$ cat config.mk
export PLATFORM = sky130hd
export DESIGN_NAME = fir_seq_ctrl
export DESIGN_NICKNAME = d
export VERILOG_FILES = /design/src/rtl/fir_seq_ctrl.sv
export SDC_FILE = /design/constraint.sdc
export NUM_CORES = 1
export LEC_CHECK = 0
export ABC_AREA = 1
export CAP_MARGIN = 20
export CORE_ASPECT_RATIO = 1.1
export CORE_UTILIZATION = 51
export DETAILED_ROUTE_END_ITERATION = 10
export PLACE_DENSITY = 0.85
export SLEW_MARGIN = 0
export SYNTH_ARGS = -nofsm -noshare
export SYNTH_HDL_FRONTEND = slang
export SYNTH_SLANG_ARGS = --single-unit
$ cat constraint.sdc
create_clock -name clk -period 2.41 [get_ports clk]
set_input_delay 0.482 -clock clk [delete_from_list [all_inputs] [get_ports clk]]
set_output_delay 0.482 -clock clk [all_outputs]
set_load 0.05 [all_outputs]
$ cat src/rtl/fir_seq_ctrl.sv
// Sample sequencer for the 17-tap FM-demod low-pass FIR: strobes the filter,
// drops unprimed results, decimates into a 2-entry FWFT output FIFO.
module fir_seq_ctrl #(
    parameter int WIDTH = 16,
    parameter int TAPS  = 17,
    parameter int LAT   = 2,
    parameter int DEC   = 4
) (
    input  logic             clk,
    input  logic             rst,
    input  logic             in_valid,
    output logic             in_ready,
    input  logic [WIDTH-1:0] in_data,
    input  logic             flush_i,
    output logic [WIDTH-1:0] fir_data_o,
    output logic             fir_start_o,
    output logic             fir_merge_o,
    input  logic [WIDTH-1:0] fir_data_i,
    output logic             out_valid,
    input  logic             out_ready,
    output logic [WIDTH-1:0] out_data,
    output logic             busy_o,
    output logic             primed_o
);
    // state   | meaning
    // IDLE    | waiting for a sample or a pending flush
    // STEP    | strobe the filter with the registered sample
    // CAPTURE | filter output valid; keep it if primed and on phase 0
    // FLUSH   | strobe zeros TAPS+LAT times to clear the filter history

    localparam int PRIME = TAPS + LAT;
    localparam int CW    = $clog2(PRIME + 1);
    localparam int DW    = (DEC > 1) ? $clog2(DEC) : 1;
    localparam logic [CW-1:0] PRIME_C    = CW'(PRIME);
    localparam logic [CW-1:0] FLUSH_LAST = CW'(PRIME - 1);
    localparam logic [DW-1:0] PHASE_LAST = DW'(DEC - 1);

    typedef enum logic [1:0] {
        S_IDLE    = 2'd0,
        S_STEP    = 2'd1,
        S_CAPTURE = 2'd2,
        S_FLUSH   = 2'd3
    } state_t;

    state_t           r_state;
    logic [CW-1:0]    r_strobe_cnt;
    logic [CW-1:0]    r_flush_cnt;
    logic [DW-1:0]    r_dec_phase;
    logic             r_flush_pend;
    logic             r_start;
    logic             r_busy;
    logic             r_primed;
    logic [WIDTH-1:0] r_fir_data;

    logic [WIDTH-1:0] r_fifo_mem [2];
    logic             r_wr_ptr;
    logic             r_rd_ptr;
    logic [1:0]       r_fifo_cnt;

    logic w_accept;
    logic w_push;
    logic w_pop;

    assign in_ready = (r_state == S_IDLE) && (r_fifo_cnt < 2'd2) && !r_flush_pend && !flush_i;
    assign w_accept = in_valid && in_ready;
    assign w_push   = (r_state == S_CAPTURE) && (r_strobe_cnt == PRIME_C) && (r_dec_phase == '0);
    assign w_pop    = out_valid && out_ready;

    assign fir_data_o  = r_fir_data;
    assign fir_start_o = r_start;
    assign fir_merge_o = r_start;
    assign busy_o      = r_busy;
    assign primed_o    = r_primed;
    assign out_valid   = (r_fifo_cnt != 2'd0);
    assign out_data    = r_fifo_mem[r_rd_ptr];

    always_ff @(posedge clk or negedge rst) begin
        if (!rst) begin
            r_state      <= S_IDLE;
            r_strobe_cnt <= '0;
            r_flush_cnt  <= '0;
            r_dec_phase  <= '0;
            r_flush_pend <= 1'b0;
            r_start      <= 1'b0;
            r_busy       <= 1'b0;
            r_primed     <= 1'b0;
            r_fir_data   <= '0;
        end else begin
            if (flush_i && (r_state != S_IDLE)) begin
                r_flush_pend <= 1'b1;
            end
            case (r_state)
                S_IDLE: begin
                    if (flush_i || r_flush_pend) begin
                        r_state     <= S_FLUSH;
                        r_flush_cnt <= '0;
                        r_fir_data  <= '0;
                        r_start     <= 1'b1;
                        r_busy      <= 1'b1;
                    end else if (w_accept) begin
                        r_state    <= S_STEP;
                        r_fir_data <= in_data;
                        r_start    <= 1'b1;
                        r_busy     <= 1'b1;
                    end
                end
                S_STEP: begin
                    r_start <= 1'b0;
                    r_state <= S_CAPTURE;
                    if (r_strobe_cnt != PRIME_C) begin
                        r_strobe_cnt <= r_strobe_cnt + 1'b1;
                        r_primed     <= (r_strobe_cnt + 1'b1) == PRIME_C;
                    end
                end
                S_CAPTURE: begin
                    if (r_strobe_cnt == PRIME_C) begin
                        r_dec_phase <= (r_dec_phase == PHASE_LAST) ? '0 : r_dec_phase + 1'b1;
                    end
                    r_state <= S_IDLE;
                    r_busy  <= 1'b0;
                end
                S_FLUSH: begin
                    // Requests arriving during the flush merge into it.
                    if (r_flush_cnt == FLUSH_LAST) begin
                        r_state      <= S_IDLE;
                        r_start      <= 1'b0;
                        r_busy       <= 1'b0;
                        r_strobe_cnt <= '0;
                        r_dec_phase  <= '0;
                        r_primed     <= 1'b0;
                        r_flush_pend <= 1'b0;
                    end else begin
                        r_flush_cnt <= r_flush_cnt + 1'b1;
                    end
                end
                default: r_state <= S_IDLE;
            endcase
        end
    end

    always_ff @(posedge clk or negedge rst) begin
        if (!rst) begin
            r_fifo_mem[0] <= '0;
            r_fifo_mem[1] <= '0;
            r_wr_ptr      <= 1'b0;
            r_rd_ptr      <= 1'b0;
            r_fifo_cnt    <= 2'd0;
        end else begin
            if (w_push) begin
                r_fifo_mem[r_wr_ptr] <= fir_data_i;
                r_wr_ptr             <= ~r_wr_ptr;
            end
            if (w_pop) begin
                r_rd_ptr <= ~r_rd_ptr;
            end
            case ({w_push, w_pop})
                2'b10:   r_fifo_cnt <= r_fifo_cnt + 2'd1;
                2'b01:   r_fifo_cnt <= r_fifo_cnt - 2'd1;
                default: r_fifo_cnt <= r_fifo_cnt;
            endcase
        end
    end

endmodule
; ---- After elaboration in Yosys (flattened, before gate mapping)
; Cells that the tools add are included.
[word_totals]
ram_bits = 0
romBits = 0
mem_count = 0
latchBits = 0
out_inout_bits = 38
word_cells = 105
register_bits = 70
[classes]
n_reduce_logical = 30
n_lt_le_gt_ge = 4
n_bitwise = 4
n_div = 0
n_mul = 0
shift = 0
addsub = 5
n_eq_ne = 16
mux = 32
[op_table]
columns = operator, n
row1 = $mux 16, 6
row2 = $bwmux 32, 1
row3 = $mux 5, 4
row4 = $pmux 5 s2, 2
row5 = $demux 16 s1, 1
row6 = $eq 5x5->1 const B, 3
row7 = $reduce_and 3->1, 5
row8 = $reduce_bool 2->1, 7
row9 = $add 5x1->5 const B, 2
row10 = $mux 2, 5
row11 = $logic_and 1x1->1, 9
row12 = $eq 2x2->1 const B, 4
row13 = $pmux 2 s2, 2
row14 = $pmux 2 s4, 1
row15 = $mux 1, 7
row16 = $ne 2x2->1 const B, 3
row17 = $pmux 1 s3, 2
row18 = $reduce_bool 3->1, 2
row19 = $ne 5x5->1 const B, 1
row20 = $add 2x1->2 const B, 2
row21 = $eq 2x1->1 const B, 2
row22 = $ge 2x2->1 const B, 2
row23 = $logic_not 2->1, 2
row24 = $ne 2x1->1 const B, 2
row25 = other kinds (10), 14

; ---- Depth between registers and ports, before layout
; Gate-level depths: netlist (run 1).
[logic_depth]
word_depth = 8
mapped_depth = 10
depth_no_buf = 10

; ---- Least setup slack after synthesis (run 1)
; No wires, ideal clock.
[synth_timing]
path_kind = register to output
from = register r_state[0]
to = output in_ready
path_slack_ns = 0.457
arrival_time_ns = 1.471
stages_incl_launch_ff = 5
path_cell_list = dfrtp_1 > inv_1 > ha_1 > nand2_1 > nor2_1
[synth_via]
elab_chain_cells = 4
[synth_rtl]
columns = element, line_no
row1 = "start, declared", 45  ; state_t r_state;
row2 = "start signal, assigned", 79  ; r_state <= S_IDLE;
row3 = "start signal, assigned", 95  ; r_state <= S_FLUSH;
row4 = "start signal, assigned", 101  ; r_state <= S_STEP;
row5 = $logic_not 2->1, 64  ; assign in_ready = (r_state == S_IDLE) && (r_fifo_cnt < 2'd2) && !r_flush_pend && !flush_i;
row6 = $logic_and 1x1->1 (3 in a row), 64
row7 = "end, declared", 12  ; output logic in_ready,
; Every way passes these cells.

; ---- Worst setup path after layout (run 1)
[layout_timing]
from = register r_fifo_cnt[0]
to = output out_valid
[layout_via]
elab_chain_cells = 1
[layout_rtl]
columns = element, line_no
row1 = "start, declared", 58  ; logic [1:0] r_fifo_cnt;
row2 = "start signal, assigned", 157  ; 2'b10: r_fifo_cnt <= r_fifo_cnt + 2'd1;
row3 = "start signal, assigned", 158  ; 2'b01: r_fifo_cnt <= r_fifo_cnt - 2'd1;
row4 = "start signal, assigned", 159  ; default: r_fifo_cnt <= r_fifo_cnt;
row5 = $reduce_bool 2->1, 74  ; assign out_valid = (r_fifo_cnt != 2'd0);
row6 = "end, declared", 19  ; output logic out_valid,
; Every way passes these cells.

==> metrics.md, run 1 <==
| Metric | Value |
|---|---|
| Max cap viols | 0 |
| Power Internal | about 2500 uW |
| Synth warn | 0 |
| Fillers | 534 |
| Die Height | 89.8 um |
| Remaining antenna violation count after routing | 0 |
| Met3 wire length | 354 um |
| Core area | about 6700 um^2 |
| Sequential area share after synthesis | 49.0% |
| Sw Ratio | between 40% and 50% |
| Setup violators final | 0 |
| Rel. slew slack | 64.5% |
| Synthesized area per cell | about 8.4 um^2 |
| Seq cells post-synth | 70 |
| Max Freq | 446 MHz |
| Post-route minimum period | roughly 2.2 ns |
| Netlist Area Pre-Place | 3570 um^2 |
| Initial core utilization | 53.6% |
| Worst-skew pair later-pin latency | between 0.3 and 0.4 ns |
| Final Skew | 0.00692 ns |
| Congestion Overflow GR | 0 |
| Largest net degree at the start of global routing | 71 |
| Root buf cell | clkbuf_8 |
| WL/cell | 12.3 um |
| CP startpoint kind | flip-flop |
| Leading area contributor after synthesis | dfrtp_1 |
| Non-filler cells, final | 587 |
| Endpoints failing hold | 0 |
| Syn nets | approximately 480 |
| Ant. Diodes | 0 |
| Critical path class | flip-flop to primary output |
| Port bufs | 74 |
| Drt first pass iters | 4 |
| Dpl cell area | between 4000 and 5000 um^2 |
| RSZ-0062 raised after global routing | false |
| Die X-Extent | around 82 um |
| Worst R2R Path Depth | 9 |
| Fin area | 4510 um^2 |
| Synth top area share | 49.0% |
| Least-Margin Pin Slew | 0.529 ns |
| Crit Path Max Fanout | 4 |
| RePlAce Congestion | between 0.8 and 0.9 |
| Tcrit/Tclk final | 93.0% |
| Top Layer Used | met4 |
| Commonest non-fill, non-tap cell in the layout | nand2_1 |
| Initial DRC Count | 211 |
| First-pass GRT wire length | 12,500 um |
| Layout cells sized above 1 | 17.2% |
| GR Util All Layers | a little over a fifth |
| Initial antenna violation count | 0 |
| Gate power share | 45.8% |
| Vias in the first global route | a little under 3k |
| CP required | 1.93 ns |
| CTS Hold Bufs | 0 |
| IO Pins | 75 |
| Via count | 2,910 |
| PostCTS Resize Cnt | 0 |
| Residual DRC | 0 |
| Rows | 31 |
| Post-CTS setup buffer count | 0 |
| Die area | 7350 um^2 |
| TritonCTS clock tree | done |
| Hold crit path type | primary input to asynchronous set/reset pin |
| H-tree levels | 3 |
| Worst Path Arrival | 1.76 ns |
| Post-route met1 wirelength | 3120 um |
| Critical Path End Type | primary output |
| Cell variety after synth | 26 |
| TNS Setup | 0 ns |
| Peak VDD IR | 0.000583 V |
| Cells after synthesis | ~430 |
| Commonest non-fill, non-tap cells in the layout | 184 x nand2_1, 70 x dfrtp_1, 56 x clkdlybuf4s50_1 |
| Clock Sinks | 70 |
| Clock power frac | a little under a quarter |
| Synth top area cells | dfrtp_1 49%, nand2_1 19%, o21ai_2 7.8% |
| PwrDens | around 1000 nW/um^2 |
| Switching pwr | 1950 uW |
| Met2 Wirelength | between 3000 and 4000 um |
| Routed WL | 7200 um |
| Internal reg-to-reg setup slack | 0.40 ns |
| Status | completed |
| Leakage power | 0.00243 uW |
| Via/cell ratio | 4.96 |
| Synthesis-to-layout area growth | 26.3% |
| Reg power frac | 31.3% |
| CTS clock-pin slew for the worst setup and hold paths | 0.07 ns |
| Longest Clk Path Bufs | 2 |
| Placed insts | 571 |
| Inserted Clock Buffers | 9 |
| Pins Over Slew Limit | 0 |
| HPWL after detailed placement | between 5000 and 6000 um |
| NumNets Final | 550 |
==> cells in the mapped netlist <==
master    instances
a21oi_1           4
buf_2             4
buf_4             2
buf_6             6
clkbuf_1          2
clkinv_1          1
dfrtp_1          70
ha_1             13
inv_1            45
inv_2             1
nand2_1         184
nand2_2           8
nand2_4           3
nand3_1          13
nand3b_2          1
nand4_1           7
nor2_1           15
nor2_2            3
nor2_4            1
nor2_8            1
nor3_1            1
o21ai_0           4
o21ai_2          32
or2_2             2
xnor2_1           1
xor2_1            3
==> through the flow <==
stage | worst slack, ns | util [%] | hold WS [ns] | power, uW
final | 0.168 | 67.7 | 0.159 | 4430
after global routing | 0.100 | 67.7 | 0.190 | 4710
after CTS | 0.153 | 67.7 | 0.168 | 4460
after detailed placement | 0.340 | 64.5 | 0.463 | 3440
after global placement | 0.392 | 64.5 | 0.454 | 3410
after floorplan | 0.457 | - | 0.186 | 2860
==> power groups by stage <==
stage	Clock [uW]	Sequential (uW)	Combinational, uW
floorplan	0	1440	1420
global placement	0	1400	2010
detailed placement	0	1410	2030
CTS	1040	1380	2040
global route	1090	1400	2220
finish	1010	1390	2030
==> layer usage <==
| metal | vias to the layer above | GRT usage, % |
|---|---|---|
| met3 | 15 | 3.25 |
| met2 | 92 | 37.5 |
| met1 | 1350 | 26.5 |
| met4 | 0 | 9.80 |
| met5 | - | 0 |
| li1 | 1453 | - |
==> registers in the layout, indices dropped and copies added (netlist names) <==
register and flops:
r_flush_pend 1, r_dec_phase 2, busy_o 1, r_state 2, r_fifo_cnt 2, primed_o 1
r_flush_cnt 5, r_wr_ptr 1, fir_merge_o 1, fir_data_o 16, r_rd_ptr 1, r_fifo_mem 32
r_strobe_cnt 5
==> kinds of logic (layout without fill, tap and decap cells) <==
| group | count (synthesis) | count (layout) | share of synthesized area [%] |
|---|---|---|---|
| buffers and inverters | 61 | 139 | 8.01 |
| AO/OA/AOI/OAI | 40 | 40 | 8.96 |
| XOR/XNOR | 4 | 4 | 0.980 |
| flip-flops | 70 | 70 | 49.0 |
| AND/OR/NAND/NOR | 239 | 239 | 28.5 |
| adder cells (fa/ha/maj) | 13 | 13 | 4.55 |
==> worst paths after layout <==
kind                          startpoint              end
max in group asynchronous            rst  r_strobe_cnt[1]
hold reg to reg            fir_data_o[2]    fir_data_o[2]
min in group clk           fir_data_o[2]    fir_data_o[2]
setup reg to reg              r_state[0]    r_fifo_cnt[1]
setup / recovery           r_fifo_cnt[0]        out_valid
hold / removal                       rst     r_flush_pend
==> cell type report <==
type | instances | area, um^2 | area share, %
Timing Repair Buffer | 76 | 733 | 16.2
Tap cell | 82 | 103 | 2.27
Sequential cell | 70 | 1750 | 38.8
Clock inverter | 6 | 86.3 | 1.91
Multi-Input combinational cell | 296 | 1540 | 34.0
Inverter | 47 | 176 | 3.91
Clock buffer | 10 | 128 | 2.83
==> critical path, cell delays in order (launching register included) <==
cell and delay, ns:
dfrtp_1 0.41, or2_2 0.32, clkdlybuf4s50_1 0.70
No activity file was read; power rests on OpenSTA's default activity.
==> run 2: changes to the inputs <==
GPL_TIMING_DRIVEN = 1   (was default)
TNS_END_PERCENT = 30   (was default)
==> results of run 2 <==
Same layout as run 1: the final DEF is identical, and so are final timing and power.
